**src/rtl/pmem_arbiter_rr_pkg.sv**
```systemverilog
// rtl/pmem_arbiter_rr_pkg.sv - shared types for the physical-memory arbiter
package lc3b_types;

  typedef logic [127:0] lc3b_c_block;

  typedef enum logic [1:0] {
    IDLE    = 2'd0,
    ACCESS  = 2'd1,
    RECOVER = 2'd2
  } arb_state_t;

endpackage

```
**src/rtl/pmem_arbiter_rr_if.sv**
```systemverilog
// rtl/pmem_arbiter_rr_if.sv - cache-channel and physical-memory bus bundle
interface pmem_arbiter_rr_if #(
  parameter int NUM_CH  = 2,
  parameter int ADDR_W  = 16,
  parameter int BLOCK_W = 128
);

  logic [NUM_CH-1:0]         ch_read;
  logic [NUM_CH-1:0]         ch_write;
  logic [NUM_CH*ADDR_W-1:0]  ch_address;
  logic [NUM_CH*BLOCK_W-1:0] ch_wdata;
  logic [BLOCK_W-1:0]        ch_rdata;
  logic [NUM_CH-1:0]         ch_resp;
  logic                      pmem_read;
  logic                      pmem_write;
  logic [ADDR_W-1:0]         pmem_address;
  logic [BLOCK_W-1:0]        pmem_wdata;
  logic                      pmem_resp;
  logic [BLOCK_W-1:0]        pmem_rdata;
  logic                      busy;

  modport slave (
    input  ch_read, ch_write, ch_address, ch_wdata, pmem_resp, pmem_rdata,
    output ch_rdata, ch_resp, pmem_read, pmem_write, pmem_address, pmem_wdata, busy
  );

  modport master (
    output ch_read, ch_write, ch_address, ch_wdata, pmem_resp, pmem_rdata,
    input  ch_rdata, ch_resp, pmem_read, pmem_write, pmem_address, pmem_wdata, busy
  );

endinterface

```
**src/rtl/pmem_arbiter_rr_picker.sv**
```systemverilog
// rtl/pmem_arbiter_rr_picker.sv - combinational winner select, rotating or fixed priority
module rr_priority_picker #(
  parameter int NUM_CH = 2,
  parameter int IDX_W  = (NUM_CH > 1) ? $clog2(NUM_CH) : 1
) (
  input  logic [NUM_CH-1:0] req,
  input  logic [IDX_W-1:0]  ptr,
  input  logic              rr_mode,
  output logic [IDX_W-1:0]  idx,
  output logic              valid
);

  logic [IDX_W-1:0] cand;
  logic             found;

  // Fixed mode is the rotating search with the pointer pinned at channel 0.
  always_comb begin
    idx   = '0;
    found = 1'b0;
    cand  = '0;
    for (int k = 0; k < NUM_CH; k++) begin
      cand = rr_mode ? IDX_W'((int'(ptr) + k) % NUM_CH) : IDX_W'(k);
      if (!found && req[cand]) begin
        found = 1'b1;
        idx   = cand;
      end
    end
  end

  assign valid = |req;

endmodule

```
**src/rtl/pmem_arbiter_rr.sv**
```systemverilog
// rtl/pmem_arbiter_rr.sv - arbitrates cache channels onto one physical-memory port
module pmem_arbiter_rr
  import lc3b_types::*;
#(
  parameter int NUM_CH  = 2,
  parameter int ADDR_W  = 16,
  parameter int BLOCK_W = $bits(lc3b_c_block),
  parameter int RR_MODE = 1
) (
  input  logic clk,
  input  logic rst_n,
  pmem_arbiter_rr_if.slave bus
);

  localparam int IDX_W = (NUM_CH > 1) ? $clog2(NUM_CH) : 1;

  arb_state_t         state;
  arb_state_t         next_state;
  logic [IDX_W-1:0]   rr_ptr;
  logic [IDX_W-1:0]   grant;
  logic [IDX_W-1:0]   pick_idx;
  logic               pick_valid;
  logic               lat_read;
  logic               lat_write;
  logic [ADDR_W-1:0]  lat_address;
  logic [BLOCK_W-1:0] lat_wdata;
  logic [NUM_CH-1:0]  req;

  assign req = bus.ch_read | bus.ch_write;

  rr_priority_picker #(.NUM_CH(NUM_CH), .IDX_W(IDX_W)) u_picker (
    .req     (req),
    .ptr     (rr_ptr),
    .rr_mode (RR_MODE != 0),
    .idx     (pick_idx),
    .valid   (pick_valid)
  );

  always_ff @(posedge clk or negedge rst_n) begin
    if (!rst_n) state <= IDLE;
    else        state <= next_state;
  end

  always_comb begin
    next_state = state;
    case (state)
      IDLE:    if (pick_valid) next_state = ACCESS;
      ACCESS:  if (bus.pmem_resp) next_state = RECOVER;
      RECOVER: next_state = IDLE;
      default: next_state = IDLE;
    endcase
  end

  // A channel raising read and write together is served as a write.
  always_ff @(posedge clk or negedge rst_n) begin
    if (!rst_n) begin
      rr_ptr      <= '0;
      grant       <= '0;
      lat_read    <= 1'b0;
      lat_write   <= 1'b0;
      lat_address <= '0;
      lat_wdata   <= '0;
    end else begin
      if (state == IDLE && pick_valid) begin
        grant       <= pick_idx;
        lat_write   <= bus.ch_write[pick_idx];
        lat_read    <= ~bus.ch_write[pick_idx];
        lat_address <= bus.ch_address[pick_idx*ADDR_W +: ADDR_W];
        lat_wdata   <= bus.ch_wdata[pick_idx*BLOCK_W +: BLOCK_W];
      end
      if (state == ACCESS && bus.pmem_resp)
        rr_ptr <= (grant == IDX_W'(NUM_CH - 1)) ? '0 : grant + 1'b1;
    end
  end

  always_comb begin
    bus.pmem_read    = (state == ACCESS) && lat_read;
    bus.pmem_write   = (state == ACCESS) && lat_write;
    bus.pmem_address = lat_address;
    bus.pmem_wdata   = lat_wdata;
    bus.busy         = (state != IDLE);
    bus.ch_resp      = '0;
    if (state == ACCESS && bus.pmem_resp)
      bus.ch_resp = NUM_CH'(1) << grant;
  end

  assign bus.ch_rdata = bus.pmem_rdata;

endmodule
```
**src/flat_wrapper.sv**
```systemverilog
// flat-port wrapper written by rule: the top's interface ports become plain ports
module pmem_arbiter_rr_flat import lc3b_types::*;
#(
  parameter int NUM_CH  = 2,
  parameter int ADDR_W  = 16,
  parameter int BLOCK_W = $bits(lc3b_c_block),
  parameter int RR_MODE = 1
)
  (clk, rst_n, bus_ch_read, bus_ch_write, bus_ch_address, bus_ch_wdata, bus_pmem_resp, bus_pmem_rdata, bus_ch_rdata, bus_ch_resp, bus_pmem_read, bus_pmem_write, bus_pmem_address, bus_pmem_wdata, bus_busy);
  pmem_arbiter_rr_if #(.NUM_CH(NUM_CH), .ADDR_W(ADDR_W), .BLOCK_W(BLOCK_W)) bus_i ();
  input  logic clk;
  input  logic rst_n;
  input wire logic [$bits(bus_i.ch_read)-1:0] bus_ch_read;
  input wire logic [$bits(bus_i.ch_write)-1:0] bus_ch_write;
  input wire logic [$bits(bus_i.ch_address)-1:0] bus_ch_address;
  input wire logic [$bits(bus_i.ch_wdata)-1:0] bus_ch_wdata;
  input wire logic [$bits(bus_i.pmem_resp)-1:0] bus_pmem_resp;
  input wire logic [$bits(bus_i.pmem_rdata)-1:0] bus_pmem_rdata;
  output wire logic [$bits(bus_i.ch_rdata)-1:0] bus_ch_rdata;
  output wire logic [$bits(bus_i.ch_resp)-1:0] bus_ch_resp;
  output wire logic [$bits(bus_i.pmem_read)-1:0] bus_pmem_read;
  output wire logic [$bits(bus_i.pmem_write)-1:0] bus_pmem_write;
  output wire logic [$bits(bus_i.pmem_address)-1:0] bus_pmem_address;
  output wire logic [$bits(bus_i.pmem_wdata)-1:0] bus_pmem_wdata;
  output wire logic [$bits(bus_i.busy)-1:0] bus_busy;
  assign bus_i.ch_read = bus_ch_read;
  assign bus_i.ch_write = bus_ch_write;
  assign bus_i.ch_address = bus_ch_address;
  assign bus_i.ch_wdata = bus_ch_wdata;
  assign bus_i.pmem_resp = bus_pmem_resp;
  assign bus_i.pmem_rdata = bus_pmem_rdata;
  assign bus_ch_rdata = bus_i.ch_rdata;
  assign bus_ch_resp = bus_i.ch_resp;
  assign bus_pmem_read = bus_i.pmem_read;
  assign bus_pmem_write = bus_i.pmem_write;
  assign bus_pmem_address = bus_i.pmem_address;
  assign bus_pmem_wdata = bus_i.pmem_wdata;
  assign bus_busy = bus_i.busy;
  pmem_arbiter_rr #(.NUM_CH(NUM_CH), .ADDR_W(ADDR_W), .BLOCK_W(BLOCK_W), .RR_MODE(RR_MODE)) u_core (.clk(clk), .rst_n(rst_n), .bus(bus_i));
endmodule
```
**config.mk**
```make
export PLATFORM = sky130hd
export DESIGN_NAME = pmem_arbiter_rr_flat
export DESIGN_NICKNAME = d
export VERILOG_FILES = /design/src/rtl/pmem_arbiter_rr_pkg.sv /design/src/rtl/pmem_arbiter_rr_if.sv /design/src/rtl/pmem_arbiter_rr_picker.sv /design/src/rtl/pmem_arbiter_rr.sv /design/src/flat_wrapper.sv
export SDC_FILE = /design/constraint.sdc
export NUM_CORES = 1
export LEC_CHECK = 0
export ABC_AREA = 0
export BUFFER_PORTS_ARGS = -buffer_cell sky130_fd_sc_hd__buf_2
export CORE_AREA = 2 2 275 277
export CTS_CLUSTER_DIAMETER = 30
export DETAILED_ROUTE_END_ITERATION = 6
export DIE_AREA = 0 0 277 279
export MAX_ROUTING_LAYER = met4
export RECOVER_POWER = 25
export SLEW_MARGIN = 10
export SYNTH_ARGS = -nofsm -noshare
export SYNTH_HDL_FRONTEND = slang
export SYNTH_HIERARCHICAL = 1
export SYNTH_SLANG_ARGS = --single-unit
```
**constraint.sdc**
```tcl
create_clock -name clk -period 1.95 [get_ports clk]
set_clock_uncertainty 0.1 [all_clocks]
set_input_delay 0.2925 -clock clk [delete_from_list [all_inputs] [get_ports clk]]
set_output_delay 0.2925 -clock clk [all_outputs]
set_load 0.02 [all_outputs]
```
## Word-level counts from Yosys, hierarchy flattened

Index checks and enable logic that the tools add are counted.

- Bits in registers: 150
- Output and inout port bits: 277

- $add $sub $neg: 2
- Magnitude comparators: 3
- Eq/ne operators: 3
- Shifts and indexed selects: 3
- Multiplexer cells: 14
- Bitwise logic cells: 2
- Reductions and logical operators: 10

Operator list:

| operator | number |
|---|---|
| 256-bit by 9-bit variable part select with 128-bit output | 1 |
| 32-bit by 6-bit variable part select with 16-bit output | 1 |
| 1-bit 2-to-1 mux | 10 |
| 1-bit by 2-bit less-than comparator with 1-bit output (second input constant) | 3 |
| 2-bit 2-to-1 mux | 3 |
| 1-bit logical AND | 5 |
| 2-bit case mux with 2 select lines | 1 |
| 1-bit adder (second input constant) | 2 |
| 2-bit by 1-bit equality test with 1-bit output (second input constant) | 1 |
| 2-bit zero test | 1 |
| 2-bit by 1-bit inequality test with 1-bit output (second input constant) | 1 |
| 2-bit inequality test (second input constant) | 1 |
| 2-bit OR | 1 |
| 2-bit AND reduction | 1 |
| 2-bit nonzero test | 1 |
| 2-bit OR reduction | 1 |
| 1-bit by 1-bit << shifter with 2-bit output (first input constant) | 1 |
| 1-bit zero test | 1 |
| 1-bit inverter | 1 |

## Longest topological paths before layout

Gate-level depths: netlist of run 1.

- Depth in word-level cells: 10
- Mapped depth: 6

## Cells and area by module

Netlist of run 1, hierarchy kept.

By module, submodules not included:

| module | instances | cells an instance | area an instance (um^2) | seq. area each (um^2) |
|---|---|---|---|---|
| pmem_arbiter_rr | 1 | 620 | 9072.5 | 3753.6 |
| rr_priority_picker | 1 | 3 | 17.5 | 0.0 |

## Least setup slack after synthesis of run 1

OpenSTA, ideal clock, no wires.

- Path type: input -> register
- Start point: input bus_ch_write[0]
- End point: register u_core.lat_wdata[123], in the netlist u_core/bus.pmem_wdata[123]
- Arrival time: 1.668 ns
- Path slack: 0.057 ns
- Stages: 6
- Buffers on the path: 2
- Cell sequence: or2_2 > a21boi_1 > buf_4 > buf_6 > mux2_2 > mux2_2

- Longest elaborated chain between the ends: 8
- Elaborated cells on any way between the ends: 13
- Those cells by class: shift: 1; mux: 7; bitwise: 1; reduce/logical: 4

RTL lines:

| what | line | text |
|---|---|---|
| from (decl) | flat_wrapper.sv:14 | `input wire logic [$bits(bus_i.ch_write)-1:0] bus_ch_write;` |
| 2-bit OR (*) | pmem_arbiter_rr.sv:29 | `assign req = bus.ch_read \| bus.ch_write;` |
| 1-bit 2-to-1 mux (implied by the code) (2 in series) | pmem_arbiter_rr_picker.sv:23 | `if (!found && req[cand]) begin` |
| 1-bit 2-to-1 mux | pmem_arbiter_rr_picker.sv:23 |  |
| 1-bit zero test | pmem_arbiter_rr_picker.sv:23 |  |
| 1-bit logical AND | pmem_arbiter_rr_picker.sv:23 |  |
| 1-bit 2-to-1 mux (*) | pmem_arbiter_rr_picker.sv:23 |  |
| named net u_core.pick_idx | pmem_arbiter_rr.sv:21 | `logic [IDX_W-1:0] pick_idx;` |
| 256-bit by 9-bit variable part select with 128-bit output (*) | pmem_arbiter_rr.sv:69 | `lat_wdata <= bus.ch_wdata[pick_idx*BLOCK_W +: BLOCK_W];` |
| to (signal assigned) | pmem_arbiter_rr.sv:69 |  |
| to (decl) | pmem_arbiter_rr.sv:26 | `logic [BLOCK_W-1:0] lat_wdata;` |

Mark *: on every way through the listed nets, which the timed path passes. The rest lies on a longest branch. The select of a mux whose other input is x is not followed.
A chain may end at the register's enable or synchronous reset.

## Worst setup path in the final report of run 1

- Start point: register u_core.rr_ptr
- End point: register u_core.lat_wdata[7], in the netlist u_core/bus.pmem_wdata[7]

- Longest elaborated chain between the ends: 7
- Elaborated cells on any way between the ends: 11
- Those cells by class: add/sub: 1; shift: 1; mux: 7; reduce/logical: 2

RTL lines:

| what | line | text |
|---|---|---|
| from (decl) | pmem_arbiter_rr.sv:19 | `logic [IDX_W-1:0] rr_ptr;` |
| from (signal assigned) | pmem_arbiter_rr.sv:72 | `rr_ptr <= (grant == IDX_W'(NUM_CH - 1)) ? '0 : grant + 1'b1;` |
| 1-bit 2-to-1 mux (implied by the code) (2 in series) | pmem_arbiter_rr_picker.sv:23 |  |
| 1-bit 2-to-1 mux | pmem_arbiter_rr_picker.sv:23 |  |
| 1-bit zero test | pmem_arbiter_rr_picker.sv:23 |  |
| 1-bit logical AND | pmem_arbiter_rr_picker.sv:23 |  |
| 1-bit 2-to-1 mux (*) | pmem_arbiter_rr_picker.sv:23 |  |
| named net u_core.pick_idx | pmem_arbiter_rr.sv:21 |  |
| 256-bit by 9-bit variable part select with 128-bit output (*) | pmem_arbiter_rr.sv:69 |  |

Marked as above.

==> results of run 1 <==
[cell type report]
type	count	area [µm²]	share of cell area (%)
Clock buffer	17	425	3.48
Inverter	3	11.3	0.0921
Timing Repair Buffer	485	2710	22.1
Multi-Input combinational cell	310	3930	32.1
Tap cell	969	1210	9.91
Clock inverter	15	191	1.57
Sequential cell	150	3750	30.7
[power groups by stage]
stage               combinational, µW  sequential, µW  clock, µW
global placement                 9780            5680          0
finish                          10100            5660       3590
CTS                             10300            5680       3820
floorplan                        6010            7520          0
detailed placement               9970            5670          0
global route                    10700            5890       3930
[kinds of logic after synthesis]
group                  Yosys count  synth area share [%]
AO/OA/AOI/OAI                    2                 0.138
AND/OR/NAND/NOR                 14                  1.06
multiplexers                   293                  41.6
buffers and inverters          163                  15.9
flip-flops                     150                  41.3
other                            1                0.0413
[layer usage]
metal	wire, µm	up-vias
met4	1010	0
met1	9440	2786
met2	12900	361
met3	2100	73
met5	0	-
li1	-	2726
[how the worst max path moves through the flow]
stage	to	depth (start not counted)	from
detailed placement	u_core/bus.pmem_wdata[0]$_DFFE_PN0P_	8	bus_ch_write[0]
CTS	u_core/bus.pmem_wdata[41]$_DFFE_PN0P_	6	u_core/rr_ptr$_DFFE_PN0P_
finish	u_core/bus.pmem_wdata[7]$_DFFE_PN0P_	6	u_core/rr_ptr$_DFFE_PN0P_
floorplan	u_core/bus.pmem_wdata[123]$_DFFE_PN0P_	6	bus_ch_write[0]
global placement	u_core/bus.pmem_wdata[2]$_DFFE_PN0P_	8	bus_ch_write[0]
global route	bus_ch_resp[0]	4	u_core/state[1]$_DFFE_PN0P_
[sequential cells by signal, indices dropped and copies added, names as in the netlist]
name,flops
u_core/bus.pmem_address,16
u_core/lat_read,1
u_core/rr_ptr,1
u_core/state,2
u_core/lat_write,1
u_core/bus.pmem_wdata,128
u_core/grant,1
[stage by stage]
step / util, % / setup WS, ns / hold WS [ns]
global placement: 15.4 / -0.391 / 0.131
floorplan: - / 0.0570 / -0.103
finish: 16.5 / 0.0788 / 0.0757
CTS: 16.5 / -0.00468 / 0.00898
detailed placement: 15.4 / -0.418 / 0.136
global route: 16.5 / -0.0100 / 0.0301
[worst register-to-register path, cell delays in order, from the launching register on]
cell	delay, ns
dfrtp_1	0.37
nand2_2	0.07
a21boi_4	0.19
buf_12	0.20
buf_12	0.22
mux2_2	0.35
mux2_4	0.26
[Yosys cell counts]
library cell	n	area (µm²)
mux2_2	161	1810
dfrtp_1	150	3750
buf_4	131	983
mux2_4	129	1940
buf_6	15	169
buf_12	14	280
inv_1	3	11.3
mux2i_1	3	30.0
or2_2	3	18.8
and2_1	2	12.5
nand2b_1	2	12.5
a21boi_1	1	7.51
a21oi_1	1	5.00
and3_1	1	6.26
conb_1	1	3.75
nand2_1	1	3.75
nand3b_1	1	7.51
nor2_1	1	3.75
nor2b_1	1	6.26
nor3b_4	1	18.8
or2_1	1	6.26
[what timing repair did]
action | 4_1_cts | 5_1_grt
buffers inserted | 4 | 1
hold endpoints to repair | 117 | 0
gates resized for setup | 10 | 8
cloned | 2 | 0
endpoints found under the setup margin | 84 | 14
pin swaps | 2 | 0
hold buffers | 2 | 0
[cells in the final DEF, fill, tap and decap left out, types with 4 or more instances in the layout]
master     synthesis  final
buf_12            14      6
buf_2              0    438
buf_4            131     31
clkbuf_16          0     17
dfrtp_1          150    150
inv_6              0      4
mux2_2           161    159
mux2_4           129    131
==> qor.yml, run 1 <==
status:
  outcome: "complete, no violations"
global_routing:
  grt.overflow.total: 0
  antenna_found_initial: 2
  grt_busiest_layer: "met2"
  grt.met1_usage_pct: 6.59
  grt_util_met3_pct: 2.60
  grt_pass1_wl_um: 37800
  grt_pass1_vias: 6595
  grtUsageMet2_pct: 11.4
  grt_usage_pct: 6.75
  grt_max_degree: 53
clock_tree:
  clk_pin_slew_ns: 0.07
  cts_root_buffer: "clkbuf_16"
  htree_num_levels: 4
  cts_buffers: 17
  clock_latency_ns: 0.47
  cts_buffer_depth: 2
  cts_tree: "yes"
  clkSinkCount: 150
floorplan:
  die-area_mm2: 0.0773
  pin_count: 700
  die_w_um: 277
  initial_core_util_pct: 12.3
  rows: 100
  placeableCoreArea_mm2: 0.0741
  die_height_um: 279
pwr:
  p_per_area_mw_per_mm2: 1590
  switching_share_pct: 37.9
  cellLeakagePower_uw: 0.00581
  p_comb_share_pct: 52.3
  power.switching_uw: 7350
  power_frac_clock_pct: 18.5
  vdd_drop_max_uv: 606
  power.internal_uw: 12000
  seq_power_share_pct: 29.2
  total_power_uw: 19400
critical_path:
  start_kind: "register"
  path_common_cell: "buf_12"
  cp_slowest_cell: "dfrtp_1"
  crit_fanout: 17
  crit_path_max_incr_delay_ns: 0.37
  worstSetupPathType: "reg2reg"
  crit_chain: "nand2_2 > a21boi_4 > buf_12 > buf_12 > mux2_2 > mux2_4"
  rr_worst_depth: 6
  r2r-start: "u_core/rr_ptr$_DFFE_PN0P_"
  crit_buf_inv: 2
  worstPathArrival_ns: 2.12
  r2r-end: "u_core/bus.pmem_wdata[7]$_DFFE_PN0P_"
  end_kind: "register"
  r2r_setup_slack_ns: 0.08
  required_ns: 2.20
  cp_top_family: "multiplexers"
timing:
  slew-limit-headroom_pct: 29.0
  post-route-period-util_pct: 96.0
  fmax_ghz: 0.534
  finalSetupViolations: 0
  rsz0062_at_grt: "true"
  post-route-min-period_ns: 1.87
  setup_tns_ns: 0
  tightest_slew_ns: 1.07
  finalHoldViolations: 0
  maxSlewViolCount: 0
finish:
  final_cells: 1949
  fin_area_mm2: 0.0122
  layout-drive-gt1-share_pct: 83.0
  area_delta_synth_final_pct: 34.5
  num_antenna_cells: 0
  fillers: 8244
  nets: 1390
place:
  place_area_mm2: 0.0114
  dp_hpwl_um: 19400
  numPortBuffers: 443
  place.gp.congestion: 0.832
  dp_cells: 1908
hold_path:
  whs_path_depth: 3
  hold_end: "u_core/bus.pmem_wdata[94]$_DFFE_PN0P_"
  hold_start: "bus_ch_wdata[94]"
  hp-class: "in2reg"
synthesis:
  syn_area_per_cell_um2: 14.6
  ys_seq_area_share_pct: 41.3
  synth_nets: 1046
  synth_cells: 623
  synth_cell_type_count: 21
  ys_ff_latch: 150
  ys_warn_count: 6
  syn_area_mm2: 0.00909
detailed_routing:
  drt-total-wl_um: 25500
  drt-initial-drc-count: 123
  via_per_inst: 3.05
  postRouteAntennaNets: 0
  wl_per_cell_um: 13.1
  firstDrtPassIters: 3
  vias: 5946
  drc: 0
flow_run:
  maxCapViolations: 0
(Power assumes the default switching activity.)
==> inputs of run 2 (changes only) <==
--- a/config.mk
+++ b/config.mk
@@ -6,7 +6,7 @@
 export NUM_CORES = 1
 export LEC_CHECK = 0
 export ABC_AREA = 0
-export BUFFER_PORTS_ARGS = -buffer_cell sky130_fd_sc_hd__buf_2
+export BUFFER_PORTS_ARGS = -buffer_cell sky130_fd_sc_hd__buf_4
 export CORE_AREA = 2 2 275 277
 export CTS_CLUSTER_DIAMETER = 30
 export DETAILED_ROUTE_END_ITERATION = 6
==> qor.yml, run 2 (synthesis results as in run 1) <==
pwr:
  p_comb_share_pct: 54.9  # +2.6 points
  power.switching_uw: 7400  # +0.64%
  switching_share_pct: 36.0  # -1.9 points
  vdd_drop_max_uv: 704  # +16%
  power_frac_clock_pct: 17.1  # -1.4 points
  p_per_area_mw_per_mm2: 1540  # -3.1%
  power.internal_uw: 13100  # +9.0%
  seq_power_share_pct: 28.0  # -1.2 points
  cellLeakagePower_uw: 0.00619  # +6.7%
place:
  dp_hpwl_um: 20300  # +4.9%
  place_area_mm2: 0.0126  # +10%
  place.gp.congestion: 0.832  # about the same
  numPortBuffers: 443  # unchanged
critical_path:
  worstPathArrival_ns: 2.15  # +0.03 ns
  rr_worst_depth: 6  # unchanged
  end_kind: "register"
  worstSetupPathType: "reg2reg"
  required_ns: 2.18  # -0.02 ns
  crit_fanout: 19  # +2
  start_kind: "register"
  r2r_setup_slack_ns: 0.03  # -0.05 ns
timing:
  finalSetupViolations: 0  # unchanged
  post-route-period-util_pct: 98.3  # +2.3 points
  fmax_ghz: 0.522  # -2.4%
  whs_ns: 0.0720  # -0.00376 ns
  post-route-min-period_ns: 1.92  # +0.0455 ns
  finalHoldViolations: 0  # unchanged
  rsz0062_at_grt: "true"
  maxSlewViolCount: 0  # unchanged
floorplan:
  die_height_um: 279  # unchanged
  pin_count: 700  # unchanged
  placeableCoreArea_mm2: 0.0741  # unchanged
  die_w_um: 277  # unchanged
  rows: 100  # unchanged
  initial_core_util_pct: 12.3  # unchanged
  die-area_mm2: 0.0773  # unchanged
status:
  outcome: "complete, no violations"
clock_tree:
  cts_tree: "yes"
  cts_buffer_depth: 2  # unchanged
  clkSinkCount: 150  # unchanged
  cts_buffers: 17  # unchanged
  clock_latency_ns: 0.47  # about the same
  clk_pin_slew_ns: 0.07  # about the same
  htree_num_levels: 4  # unchanged
  cts_root_buffer: "clkbuf_16"
hold_path:
  hp-class: "in2reg"
  whs_path_depth: 3  # unchanged
detailed_routing:
  firstDrtPassIters: 4  # +1
  wl_per_cell_um: 13.6  # +3.9%
  drc: 0  # unchanged
  postRouteAntennaNets: 0  # unchanged
  drt-initial-drc-count: 90  # -27%
  via_per_inst: 3.08  # +0.90%
  vias: 6018  # +1.2%
  drt-total-wl_um: 26600  # +4.2%
global_routing:
  grt_max_degree: 47  # -11%
  grt.overflow.total: 0  # unchanged
  antenna_found_initial: 1  # -1
  grt_usage_pct: 6.99  # +0.25 points
  grt_pass1_vias: 6814  # +3.3%
  grt_pass1_wl_um: 39200  # +3.8%
finish:
  largest_reg_flops: 128  # unchanged
  layout-drive-gt1-share_pct: 83.0  # about the same
  nets: 1396  # +0.43%
  final_cell_mix: "buf_4, mux2_2, dfrtp_1"
  area_delta_synth_final_pct: 47.0
  mostFrequentLayoutCell: "buf_4"
  num_antenna_cells: 0  # unchanged
  fin_area_mm2: 0.0134  # +9.3%
flow_run:
  maxCapViolations: 0  # unchanged
[run 2: area by class of cell]
class,instances,area [µm²]
clock buffers,20,457
clock inverters,12,153
fillers,8113,60700
inverters,3,11.3
multi-input cells,310,3920
flip-flops and latches,150,3750
well taps,969,1210
repair buffers,491,3860
[run 2: worst max-delay path, stage by stage, from the launching register on]
cell and delay, ns:
dfrtp_1 0.38, nand2_2 0.07, a21boi_4 0.20, buf_12 0.19, buf_12 0.18, mux2_2 0.35, mux2_4 0.26
[run 2: per-layer routing]
metal  global-route usage (%)  share of wire, %
met4                     3.78               3.8
met2                     12.2                52
met3                     2.88               8.5
met5                        -                 0
met1                     6.55                36
[run 2: per-stage QoR]
stage	power (µW)	setup TNS, ns	cells	utilization [%]	worst slack [ns]
2_1_floorplan	13500	0	623	-	0.0570
3_3_place_gp	16800	-43.61	1913	17.0	-0.371
3_5_place_dp	16900	-47.13	1913	17.0	-0.407
4_1_cts	20900	0	1953	18.0	0.00162
5_1_grt	21700	-1.97	1955	18.0	-0.0438
6_report	20500	0	1955	18.0	0.0333
[run 2: repair_timing]
item                                    4_1_cts  5_1_grt
pin swaps                                     1        0
gates cloned                                  1        1
hold buffers                                  2        0
hold endpoints to repair                    134        0
endpoints found under the setup margin      105       82
gates resized for setup                       4       10
buffers inserted                              5        1
[run 2: power by group through the flow]
stage,clock network (µW),registers (µW),logic [µW]
after floorplan,0,7520,6010
after global placement,0,5780,11000
after detailed placement,0,5760,11100
after CTS,3740,5770,11400
after global routing,3820,5970,11900
final,3510,5750,11300
[run 2: final timing paths]
kind,startpoint,end
min,bus_ch_wdata[24],u_core/bus.pmem_wdata[24]$_DFFE_PN0P_
min in group asynchronous,rst_n,u_core/bus.pmem_wdata[14]$_DFFE_PN0P_
max,u_core/rr_ptr$_DFFE_PN0P_,u_core/bus.pmem_wdata[7]$_DFFE_PN0P_
min reg2reg,u_core/bus.pmem_address[8]$_DFFE_PN0P_,u_core/bus.pmem_address[8]$_DFFE_PN0P_
max reg2reg,u_core/rr_ptr$_DFFE_PN0P_,u_core/bus.pmem_wdata[7]$_DFFE_PN0P_
max in group asynchronous,rst_n,u_core/bus.pmem_wdata[39]$_DFFE_PN0P_
